File: src/rtl/rfid_frame_pkg.sv
// Shared types, constants and the CRC byte step for the RFID frame engine.
// Build option: define FRAME_CRC8_EN for CRC-8 (poly 0x07); otherwise a plain XOR checksum is used.
package rfid_frame_pkg;

  typedef enum logic [3:0] {
    S_IDLE,
    S_CMD,
    S_LEN,
    S_PAYLOAD,
    S_CRC,
    S_DISPATCH,
    S_WAIT_RSP,
    S_TX_MAGIC,
    S_TX_STATUS,
    S_TX_CRC
  } state_t;

  localparam logic [7:0] MAGIC_DEFAULT = 8'hA5;
  localparam logic [7:0] CMD_CHECK_UID = 8'h10;
  localparam logic [7:0] CMD_ADD_UID   = 8'h11;
  localparam logic [7:0] ST_CRC_ERR    = 8'hFE;
  localparam logic [7:0] ST_LEN_ERR    = 8'hFD;

  function automatic logic [7:0] crc_step(input logic [7:0] crc, input logic [7:0] data);
    logic [7:0] c;
    c = crc ^ data;
`ifdef FRAME_CRC8_EN
    // MSB-first, no reflection, no final XOR
    for (int i = 0; i < 8; i++) begin
      c = c[7] ? ((c << 1) ^ 8'h07) : (c << 1);
    end
`endif
    return c;
  endfunction

endpackage

File: src/rtl/rfid_crc8.sv
// Combinational one-byte CRC update shared by the rx checker and the tx reply.
// Algorithm selected by FRAME_CRC8_EN (CRC-8 poly 0x07) or XOR when undefined.
module rfid_crc8
  import rfid_frame_pkg::*;
(
  input  logic [7:0] crc_in,
  input  logic [7:0] data,
  output logic [7:0] crc_out
);

  assign crc_out = crc_step(crc_in, data);

endmodule

File: src/rtl/rfid_frame_engine.sv
// Byte-stream frame parser MAGIC|CMD|LEN|PAYLOAD|CRC with LUT dispatch and MAGIC|STATUS|CRC reply.
// Build option: FRAME_CRC8_EN selects CRC-8 instead of the XOR checksum (see rfid_frame_pkg).
module rfid_frame_engine
  import rfid_frame_pkg::*;
#(
  parameter int         MAX_PAYLOAD    = 16,
  parameter int         LEN_W          = 8,
  parameter logic [7:0] MAGIC          = MAGIC_DEFAULT,
  parameter int         TIMEOUT_CYCLES = 50000,
  parameter int         CNT_W          = 16
) (
  input  logic                     clk,
  input  logic                     rst,
  input  logic                     rx_valid,
  input  logic [7:0]               rx_data,
  output logic                     cmd_valid,
  input  logic                     cmd_ready,
  output logic [7:0]               cmd_code,
  output logic [LEN_W-1:0]         cmd_len,
  output logic [8*MAX_PAYLOAD-1:0] cmd_payload,
  input  logic                     rsp_valid,
  input  logic [7:0]               rsp_status,
  output logic                     tx_valid,
  input  logic                     tx_ready,
  output logic [7:0]               tx_data,
  output logic                     busy,
  output logic [CNT_W-1:0]         err_crc_cnt,
  output logic [CNT_W-1:0]         err_timeout_cnt
);

  localparam int TMR_W = $clog2(TIMEOUT_CYCLES + 1);

  state_t           state;
  logic [7:0]       crc_acc;
  logic [7:0]       crc_rx;
  logic [7:0]       crc_tx;
  logic [7:0]       status;
  logic [LEN_W-1:0] byte_cnt;
  logic             ovf;
  logic [TMR_W-1:0] timer;
  logic             rx_phase;

  rfid_crc8 u_crc_rx (.crc_in(crc_acc), .data(rx_data), .crc_out(crc_rx));
  rfid_crc8 u_crc_tx (.crc_in(8'h00),   .data(status),  .crc_out(crc_tx));

  function automatic logic [CNT_W-1:0] sat_inc(input logic [CNT_W-1:0] v);
    return (&v) ? v : v + 1'b1;
  endfunction

  assign rx_phase = (state == S_CMD) || (state == S_LEN) || (state == S_PAYLOAD) || (state == S_CRC);

  always_ff @(posedge clk) begin
    if (rst) begin
      state           <= S_IDLE;
      crc_acc         <= '0;
      cmd_code        <= '0;
      cmd_len         <= '0;
      cmd_payload     <= '0;
      byte_cnt        <= '0;
      ovf             <= 1'b0;
      status          <= '0;
      timer           <= '0;
      err_crc_cnt     <= '0;
      err_timeout_cnt <= '0;
      cmd_valid       <= 1'b0;
      tx_valid        <= 1'b0;
      tx_data         <= '0;
      busy            <= 1'b0;
    end else begin
      timer <= (rx_phase && !rx_valid) ? timer + 1'b1 : '0;

      // an in-progress frame with a silent line is dropped without a reply
      if (rx_phase && !rx_valid && timer == TMR_W'(TIMEOUT_CYCLES - 1)) begin
        state           <= S_IDLE;
        busy            <= 1'b0;
        err_timeout_cnt <= sat_inc(err_timeout_cnt);
      end else begin
        case (state)
          S_IDLE: if (rx_valid && rx_data == MAGIC) begin
            state   <= S_CMD;
            crc_acc <= '0;
            busy    <= 1'b1;
          end
          S_CMD: if (rx_valid) begin
            cmd_code <= rx_data;
            crc_acc  <= crc_rx;
            state    <= S_LEN;
          end
          S_LEN: if (rx_valid) begin
            cmd_len  <= LEN_W'(rx_data);
            crc_acc  <= crc_rx;
            byte_cnt <= '0;
            ovf      <= (32'(rx_data) > 32'(MAX_PAYLOAD));
            state    <= (rx_data == 8'h00) ? S_CRC : S_PAYLOAD;
          end
          S_PAYLOAD: if (rx_valid) begin
            for (int k = 0; k < MAX_PAYLOAD; k++) begin
              if (32'(byte_cnt) == 32'(k)) cmd_payload[k*8 +: 8] <= rx_data;
            end
            crc_acc  <= crc_rx;
            byte_cnt <= byte_cnt + 1'b1;
            if (byte_cnt == cmd_len - 1'b1) state <= S_CRC;
          end
          // folding the received check byte into a matching accumulator yields zero
          S_CRC: if (rx_valid) begin
            if (crc_rx != 8'h00) begin
              status      <= ST_CRC_ERR;
              err_crc_cnt <= sat_inc(err_crc_cnt);
              state       <= S_TX_MAGIC;
              tx_valid    <= 1'b1;
              tx_data     <= MAGIC;
            end else if (ovf) begin
              status   <= ST_LEN_ERR;
              state    <= S_TX_MAGIC;
              tx_valid <= 1'b1;
              tx_data  <= MAGIC;
            end else begin
              state     <= S_DISPATCH;
              cmd_valid <= 1'b1;
            end
          end
          S_DISPATCH: if (cmd_ready) begin
            state     <= S_WAIT_RSP;
            cmd_valid <= 1'b0;
          end
          S_WAIT_RSP: if (rsp_valid) begin
            status   <= rsp_status;
            state    <= S_TX_MAGIC;
            tx_valid <= 1'b1;
            tx_data  <= MAGIC;
          end
          S_TX_MAGIC: if (tx_ready) begin
            state   <= S_TX_STATUS;
            tx_data <= status;
          end
          S_TX_STATUS: if (tx_ready) begin
            state   <= S_TX_CRC;
            tx_data <= crc_tx;
          end
          S_TX_CRC: if (tx_ready) begin
            state    <= S_IDLE;
            tx_valid <= 1'b0;
            tx_data  <= '0;
            busy     <= 1'b0;
          end
          default: state <= S_IDLE;
        endcase
      end
    end
  end

endmodule

File: config.mk
export PLATFORM = sky130hd
export DESIGN_NAME = rfid_frame_engine
export DESIGN_NICKNAME = d
export VERILOG_FILES = /design/src/rtl/rfid_frame_pkg.sv /design/src/rtl/rfid_crc8.sv /design/src/rtl/rfid_frame_engine.sv
export SDC_FILE = /design/constraint.sdc
export NUM_CORES = 1
export LEC_CHECK = 0
export ABC_AREA = 0
export CORE_UTILIZATION = 46
export CTS_BUF_LIST = sky130_fd_sc_hd__clkbuf_16
export CTS_CLUSTER_DIAMETER = 80
export DETAILED_ROUTE_END_ITERATION = 8
export PLACE_DENSITY = 0.74
export SYNTH_ARGS = -nofsm -noshare
export SYNTH_HDL_FRONTEND = slang
export SYNTH_SLANG_ARGS = --single-unit
File: constraint.sdc
create_clock -name clk -period 2.5 [get_ports clk]
set_input_delay 0.5 -clock clk [delete_from_list [all_inputs] [get_ports clk]]
set_output_delay 0.5 -clock clk [all_outputs]
set_load 0.01 [all_outputs]
# ---- Word-level counts from Yosys, hierarchy flattened
# Cells that the tools add are included.
dict set report totals {
  wordCells 182
  register_bits 232
}
dict set report op_classes {
  eq_ne 43
  mux 46
  n_lt_le_gt_ge 1
  n_bitwise 5
  n_reduce_logical 52
  add_sub_neg 5
}
# operator count
set op_table {}
lappend op_table {{$mux W8} 14}
lappend op_table {{$reduce_and A4 Y1} 18}
lappend op_table {{$eq A8 B4 Y1 const B} 8}
lappend op_table {{$add A16 B1 Y16 const B} 3}
lappend op_table {{$pmux W8 S2} 3}
lappend op_table {{$mux W4} 11}
lappend op_table {{$pmux W4 S10} 1}
lappend op_table {{$eq A8 B3 Y1 const B} 4}
lappend op_table {{$pmux W8 S4} 1}
lappend op_table {{$reduce_and A16 Y1} 2}
lappend op_table {{$ne A2 B2 Y1 const B} 12}
lappend op_table {{$eq A16 B16 Y1 const B} 1}
lappend op_table {{$eq A4 B3 Y1 const B} 4}
lappend op_table {{$eq A8 B2 Y1 const B} 2}
lappend op_table {{$logic_not A8 Y1} 2}
lappend op_table {{$reduce_and A6 Y1} 2}
lappend op_table {{$reduce_and A11 Y1} 1}
lappend op_table {{$mux W1} 10}
lappend op_table {{$reduce_and A5 Y1} 2}
lappend op_table {{$reduce_bool A2 Y1} 5}
lappend op_table {{$reduce_and A3 Y1} 3}
lappend op_table {{$add A8 B1 Y8 const B} 1}
lappend op_table {{$eq A4 B2 Y1 const B} 2}
lappend op_table {{$eq A4 B4 Y1 const B} 2}
lappend op_table {{25 further kinds} 38}

# ---- Logic depth before layout (Yosys ltp)
# Gate-level depths: netlist of run 1.
dict set report depth {
  depth_word 8
  ltp_mapped 8
  mapped_depth_nobuf 8
}

# ---- Hierarchy
# From an unflattened synthesis of run 1, not the netlist that was laid out.
dict set report hier_totals {
  hier_cells 1183
  hier_area_um2 9839.4
}
# module seq_area_each_um2 area_each_um2 instances cells_each
set by_module_without_submodules {}
lappend by_module_without_submodules {rfid_frame_engine 4644.5 9699.3 1 1167}
lappend by_module_without_submodules {rfid_crc8 0.0 70.1 2 8}

# ---- Worst setup path after synthesis of run 1
# Ideal clock, no wire load.
dict set report synth_path {
  path_kind {input to register}
  from {input port rx_valid}
  to {register cmd_payload[24]}
  n_path_buf 2
  setup_ns 0.128
  path_slack_ns 0.133
  t_required_ns 2.372
  arrival_ns 2.240
  path_stages 8
  cell_sequence {buf_2 nor4bb_1 buf_2 and3_1 nand2_1 nor3_2 mux2i_1 nor2_1}
}
dict set report synth_via {
  elab_chain_len 5
}
# item line
set synth_lines {}
lappend synth_lines {{start, declared} rfid_frame_engine.sv:14} ;# input logic rx_valid,
lappend synth_lines {{$logic_not A1 Y1} rfid_frame_engine.sv:73} ;# if (rx_phase && !rx_valid && timer == TMR_W'(TIMEOUT_CYCLES - 1)) begin
lappend synth_lines {{$logic_and A1 B1 Y1 (2 in series)} rfid_frame_engine.sv:73}
lappend synth_lines {{$not A1 Y1 (no line)} -}
lappend synth_lines {{$reduce_and A4 Y1 (no line) *} -}
lappend synth_lines {{end signal, assigned by index} rfid_frame_engine.sv:98} ;# if (32'(byte_cnt) == 32'(k)) cmd_payload[k*8 +: 8] <= rx_data;
lappend synth_lines {{end, declared} rfid_frame_engine.sv:20} ;# output logic [8*MAX_PAYLOAD-1:0] cmd_payload,
# Mark *: on every way between the ends. The rest lies on a longest branch, timed or not.
# A chain may end at the register's enable or synchronous reset.

# ---- Worst setup path in the final report of run 1
dict set report layout_path {
  from {register timer[7]}
  to {register err_timeout_cnt[4]}
}
dict set report layout_via {
  elab_chain_len 3
}
# item line
set layout_lines {}
lappend layout_lines {{start, declared} rfid_frame_engine.sv:40} ;# logic [TMR_W-1:0] timer;
lappend layout_lines {{start signal, assigned} rfid_frame_engine.sv:70} ;# timer <= (rx_phase && !rx_valid) ? timer + 1'b1 : '0;
lappend layout_lines {{$eq A16 B16 Y1} rfid_frame_engine.sv:73}
lappend layout_lines {{$logic_and A1 B1 Y1} rfid_frame_engine.sv:73}
lappend layout_lines {{$reduce_and A2 Y1 (no line)} -}
lappend layout_lines {{end signal, assigned} rfid_frame_engine.sv:76} ;# err_timeout_cnt <= sat_inc(err_timeout_cnt);
lappend layout_lines {{end, declared} rfid_frame_engine.sv:28} ;# output logic [CNT_W-1:0] err_timeout_cnt
# Every way passes these cells.

==> impl_metrics.tcl, run 1 <==
set metrics [dict create \
    async_flop_share_pct 0 \
    reg2reg_depth 7 \
    start_util_pct 47.3 \
    path_delay_family "simple AND/OR/NAND/NOR gates" \
    synth_nets 1077 \
    dp.cells 1524 \
    fin_crit_ps 2400 \
    fillCellCount 1721 \
    required_ps 2890 \
    skew_ps 18.2 \
    use_met3_pct 5.96 \
    p_seq_share_pct 46.8 \
    gp_congestion 0.849 \
    clock_power_share_pct 41.6 \
    clock_sinks 232 \
    power_density_nw_per_um2 630 \
    dpl-instance-area_sq_um 12400 \
    cts_root_buf "clkbuf_16" \
    timing.rr.end "err_timeout_cnt[4]" \
    path_class "reg -> reg" \
    drt_iter0_drc 437 \
    finalMaxSlewViolations 0 \
    critPathBufInv 1 \
    vdd_drop_max_uv 488 \
    rows 52 \
    tritoncts.num_buffers 25 \
    cp_cell_sequence "or4_4 -> or4b_4 -> a2111oi_4 -> buf_4 -> or2b_1 -> xor2_1 -> nor2_1" \
    cp-start-kind "register" \
    fin_crit_sh_pct 96.0 \
    max_freq_ghz 0.417 \
    endpoint_kind "register" \
    grt.total_usage_pct 23.8 \
    core_area_sq_um 20400 \
    status "completed" \
    clock_path_buffers 3 \
    seq_area_frac_synth_pct 48.1 \
    p_leak_nw 4.68 \
    antenna_found_initial 0 \
    drive_gt1_share_pct 9.83 \
    dp_slack_ps -379 \
    clkTransAtPathRegs_ps 60 \
    yosysTopAreaCellShare_pct 48.1 \
    synth-main-ff-cell "dfxtp_1" \
    synth_area_leaders "dfxtp_1 48%, mux2i_1 16%, nor2_1 9.8%" \
    htree_levels 1 \
    die_area_sq_um 21600 \
    clock_latency_ps 530 \
    min_from "timer[0]" \
    ys_types 53 \
    hold_end "timer[0]" \
    netlist_area_sq_um 9670 \
    grt_pass1_vias 7728 \
    stdcell_area_sq_um 13200 \
    reg2reg_slack_ps 100 \
    grt_setup_unrepaired "yes" \
    fin_nets 1313 \
    yosys_warnings 0 \
    fin_cells 1572 \
    critPathArrivalTime_ps 2790 \
    grt_use_met2_pct 38.0 \
    p_sw_share_pct 25.3 \
    busiest_layer "met2" \
    final-seq-area_sq_um 4650 \
    critPathMaxFanout 6 \
    antennaDiodeCount 0 \
    min_path_cells 1 \
    yosys-top-cells-count "252 x nor2_1, 232 x dfxtp_1, 152 x mux2i_1, 55 x clkbuf_1, 45 x xor2_1" \
    final_antenna_net_count 0 \
    postSynthCellCount 1047 \
    avgViaCountPerCell 5.23 \
    combPwrFrac_pct 11.5 \
    cts_hold_buf 0 \
    syn_area_per_cell_sq_um 9.23 \
    grt_start_max_net_pins 91 \
    die_w_um 147 \
    grt_pass1_wl_mm 41.4 \
    io_pins 209 \
    cts_tree "yes" \
    hp-class "reg -> reg" \
    slew_headroom_pct 42.3 \
    synth_edf_count 0 \
    worst_slack_ps 101 \
    dieHeight_um 147 \
    post-synth-top-count-cell "nor2_1" \
    hold_viol_final 0 \
    globalRouteMet1Util_pct 32.7 \
    syn2layout_area_growth_pct 36.7 \
    wl_mm 26.3 \
    slowest_stage "or4b_4" \
    route.detailed.drc 0 \
    whs_ps 451 \
    power.switching_mw 2.10 \
    multi_input_area_sq_um 4760 \
    synth_top_cell_by_area "dfxtp_1" \
    vias 8220 \
    avgRoutedWirePerCell_um 16.7 \
    worstMarginPinSlew_ps 860 \
    ys_ff_latch 232 \
    p_int_mw 6.22 \
    r2r_start "timer[7]" \
    setup_viol 0 \
    cap_violations 0 \
    cpPeakStageDelay_ps 520 \
    io_buffers 208 \
    grt_remaining_overflow 0 \
    dr.pass1.iters 4 \
    dp_hpwl_mm 17.8 \
]
[logic make-up after synthesis]
logic type	share of synthesized area [%]
buffers and inverters	2.95
xor gates and xnor gates	5.53
and+or+nand+nor	21.5
AOI/OAI and AO/OA	4.92
muxes	16.0
DFF	48.1
adders and majority gates	1.04
[cells in the final DEF (no fill, tap or decap), types with 3 or more instances in the layout]
cell,instances
clkinv_2,6
a21oi_1,22
xnor2_1,16
nor3_1,15
ha_1,8
nor4_1,7
clkinv_1,6
dfxtp_2,3
nand3_1,23
nor3b_1,4
or3_1,9
and4_1,8
nand2_1,35
dfxtp_1,229
nor2_1,252
and2_1,3
nor2_2,6
clkbuf_16,25
and3_1,11
xor2_1,45
o21ai_0,23
clkdlybuf4s50_1,207
buf_12,7
nand3b_1,9
mux2i_1,152
nand4_1,22
or2_2,4
nand2b_1,11
o211ai_1,6
nor3_2,5
a31oi_1,6
nor2b_1,7
inv_1,16
buf_4,57
a211oi_1,6
[power groups by stage]
| stage | combinational (mW) | clock [mW] | sequential, mW |
|---|---|---|---|
| floorplan | 0.566 | 0 | 3.95 |
| global placement | 0.931 | 0 | 3.97 |
| detailed placement | 0.943 | 0 | 3.97 |
| CTS | 0.951 | 3.54 | 3.89 |
| global route | 1.05 | 3.71 | 3.91 |
| finish | 0.959 | 3.47 | 3.90 |
[repair_timing]
item / 4_1_cts / 5_1_grt
resized for setup: 0 / 8
setup endpoints to repair: 0 / 16
setup buffers: 0 / 1
[flip-flops by register name, indices dropped and copies added (netlist names), 4 cells and up]
signal	flops
byte_cnt	8
cmd_payload	128
tx_data	8
err_timeout_cnt	16
timer	16
status	8
state	4
cmd_code	8
err_crc_cnt	16
cmd_len	8
crc_acc	8
[how the worst max path moves through the flow]
| stage | start | to | cells after the start |
|---|---|---|---|
| after floorplan | rx_valid | cmd_payload[24] | 8 |
| after global placement | rx_valid | cmd_payload[41] | 9 |
| after detailed placement | rx_valid | cmd_payload[42] | 9 |
| after CTS | timer[5] | err_timeout_cnt[4] | 7 |
| after global routing | timer[7] | err_timeout_cnt[4] | 7 |
| final | timer[7] | err_timeout_cnt[4] | 7 |
[per-layer routing]
metal	share of wire [%]	routed length, um
met2	45	12000
met5	0	0
met1	46	12100
met4	1.6	411
met3	6.7	1770
[worst reg2reg max path: stages (launching register included)]
cell and delay [ps]:
dfxtp_2 330, or4_4 510, or4b_4 520, a2111oi_4 260, buf_4 210, or2b_1 240
xor2_1 140, nor2_1 50
[cell type report]
type	instances	share of cell area [%]
Multi-Input combinational cell	741	36.1
Sequential cell	232	35.2
Timing Repair Buffer	273	20.1
Clock buffer	25	4.73
Tap cell	270	2.56
Clock inverter	21	1.09
Inverter	10	0.284
[per-stage QoR]
stage	utilization (%)	power (mW)	TNS, ps
after floorplan	-	4.52	0
after detailed placement	60.7	4.92	-38680
after CTS	64.5	8.39	0
final	64.7	8.33	0
after global routing	64.7	8.66	-15.7
after global placement	60.7	4.90	-42620
Power figures use the tool's default switching activity.
==> inputs of run 2 (changes only) <==
--- a/config.mk
+++ b/config.mk
@@ -6,6 +6,7 @@
 export NUM_CORES = 1
 export LEC_CHECK = 0
 export ABC_AREA = 0
+export CAP_MARGIN = 0
 export CORE_UTILIZATION = 46
 export CTS_BUF_LIST = sky130_fd_sc_hd__clkbuf_16
 export CTS_CLUSTER_DIAMETER = 80
==> constraint.sdc (replaced) <==
create_clock -name clk -period 2.02 [get_ports clk]
set_input_delay 0.404 -clock clk [delete_from_list [all_inputs] [get_ports clk]]
set_output_delay 0.404 -clock clk [all_outputs]
set_load 0.01 [all_outputs]
==> run 2 against run 1 <==
The run now ends with setup timing left. Sequential power up 23%. Core utilization up 3.7 points. Die area is the same. Total power up 25%. Clock skew fell by 8.8 ps. Flip-flop and latch count is the same. Via count rose by 1.6%. Combinational power up 40%.
==> impl_metrics.tcl, run 2 (synthesized netlist as in run 1, its figures left out) <==
set metrics [dict create \
    setup_viol 22 \
    grt.total_usage_pct 24.0 \
    cts_root_buf "clkbuf_16" \
    grt_start_max_net_pins 97 \
    p_sw_share_pct 25.6 \
    final_cell_mix "244 x nor2_1, 225 x dfxtp_1, 203 x clkdlybuf4s50_1" \
    slew_headroom_pct 63.4 \
    io_buffers 208 \
    status "complete, but fails checks" \
    avgRoutedWirePerCell_um 16.4 \
    grt_use_met2_pct 39.6 \
    use_met3_pct 4.88 \
    min_path_cells 2 \
    cp-start-kind "register" \
    fin_cells 1611 \
    clock_path_buffers 3 \
    fin_crit_sh_pct 116 \
    antennaDiodeCount 0 \
    grt_setup_unrepaired "yes" \
    layout_commonest_cell "nor2_1" \
    min_from "rst" \
    violations "setup timing" \
    endpoint_kind "register" \
    worst_slack_ps -328 \
    max_freq_ghz 0.426 \
    reg2reg_depth 7 \
    finalPower_mw 10.4 \
    worstMarginPinSlew_ps 545 \
    clock_latency_ps 520 \
    critPathArrivalTime_ps 2740 \
    die_area_sq_um 21600 \
    busiest_layer "met2" \
    power.switching_mw 2.67 \
    drt_iter0_drc 431 \
    io_pins 209 \
    hold_viol_final 0 \
    cts_hold_buf 0 \
    wl_mm 26.5 \
    antenna_found_initial 0 \
    required_ps 2410 \
    grt_pass1_wl_mm 42.1 \
    core_area_sq_um 20400 \
    final_antenna_net_count 0 \
    grt_pass1_vias 8007 \
    p_seq_share_pct 46.1 \
    drive_gt1_share_pct 14.7 \
    htree_levels 1 \
    clkTransAtPathRegs_ps 60 \
    gp_congestion 0.888 \
    dpl-instance-area_sq_um 13000 \
    vdd_drop_max_uv 571 \
    fin_nets 1354 \
    clock_power_share_pct 41.1 \
    hold_end "tx_data[4]" \
    path_class "reg -> reg" \
    stdcell_area_sq_um 14000 \
    combPwrFrac_pct 12.8 \
    dp.cells 1562 \
    globalRouteMet1Util_pct 31.9 \
    finalMaxSlewViolations 0 \
    reg2reg_slack_ps -330 \
    dr.pass1.iters 5 \
    die_w_um 147 \
    dieHeight_um 147 \
    rows 52 \
    tritoncts.num_buffers 25 \
    p_leak_nw 4.97 \
    skew_ps 9.43 \
    timing.rr.end "err_timeout_cnt[4]" \
    cap_violations 0 \
    vias 8352 \
    clock_sinks 232 \
    grt_remaining_overflow 0 \
    hp-class "in -> reg" \
    route.detailed.drc 0 \
    largest_reg_flops 128 \
    syn2layout_area_growth_pct 44.6 \
    avgViaCountPerCell 5.18 \
    fin_crit_ps 2350 \
    start_util_pct 47.3 \
    r2r_start "timer[10]" \
    critPathMaxFanout 10 \
    p_int_mw 7.77 \
    power_density_nw_per_um2 747 \
    dp_hpwl_mm 18.0 \
    top_register "cmd_payload" \
    cts_tree "yes" \
]
[run 2: cell types whose count changed in the layout (fill, tap and decap cells not counted), sizes merged]
cell,previous run,this run
buf,66,107
clkdlybuf4s50,207,203
clkinv,12,11
dlymetal6s2s,0,4
inv,17,16
[run 2: how the worst max path moves through the flow]
stage	cells after the start	slack (ps)	from	endpoint
floorplan	7	-210	timer[10]	err_timeout_cnt[3]
global placement	9	-580	rx_valid	cmd_payload[0]
detailed placement	9	-620	rx_valid	cmd_payload[31]
CTS	7	-360	timer[10]	err_timeout_cnt[4]
global route	7	-420	timer[10]	err_timeout_cnt[4]
finish	7	-330	timer[10]	err_timeout_cnt[4]
[run 2: what timing repair did]
item                                    4_1_cts  5_1_grt
resized for setup                            12       41
buffers inserted                              0        5
pin swaps                                     2       21
endpoints found under the setup margin      108       76
[run 2: final cells by class]
cell class / count / area [sq um]
sequential: 232 / 4660
multi-input combinational: 741 / 5030
clock buffer: 25 / 626
tap: 270 / 338
inverter: 10 / 37.5
fill: 1613 / 6450
clock inverter: 19 / 133
timing repair buffer: 314 / 3150
[run 2: metal layers]
| layer | wire length (um) | vias to the layer above |
|---|---|---|
| met5 | 0 | - |
| met4 | 574 | 0 |
| met3 | 1710 | 40 |
| met2 | 12100 | 216 |
| met1 | 12100 | 3975 |
| li1 | - | 4121 |
[run 2: per-stage QoR]
step | util (%) | setup WS [ps] | setup TNS (ps) | hold slack (ps)
floorplan | - | -214 | -2400 | 418
global placement | 63.5 | -580 | -100290 | 428
detailed placement | 63.5 | -622 | -102310 | 448
CTS | 67.4 | -356 | -5230 | 223
global route | 68.4 | -422 | -7880 | 247
finish | 68.4 | -328 | -4740 | 233
[run 2: critical path, stage by stage (launching register included)]
cell and delay [ps]:
dfxtp_2 320, or4_4 520, or4b_4 560, a2111oi_4 220, buf_6 180, or2b_1 240, xor2_1 130, nor2_1 50
[run 2: power by group through the flow]
stage          Combinational (mW)  Sequential (mW)  Clock (mW)
3_3_place_gp                 1.25             4.89           0
2_1_floorplan               0.725             4.89           0
3_5_place_dp                 1.27             4.90           0
4_1_cts                      1.30             4.80        4.37
6_report                     1.34             4.81        4.29
5_1_grt                      1.45             4.82        4.56
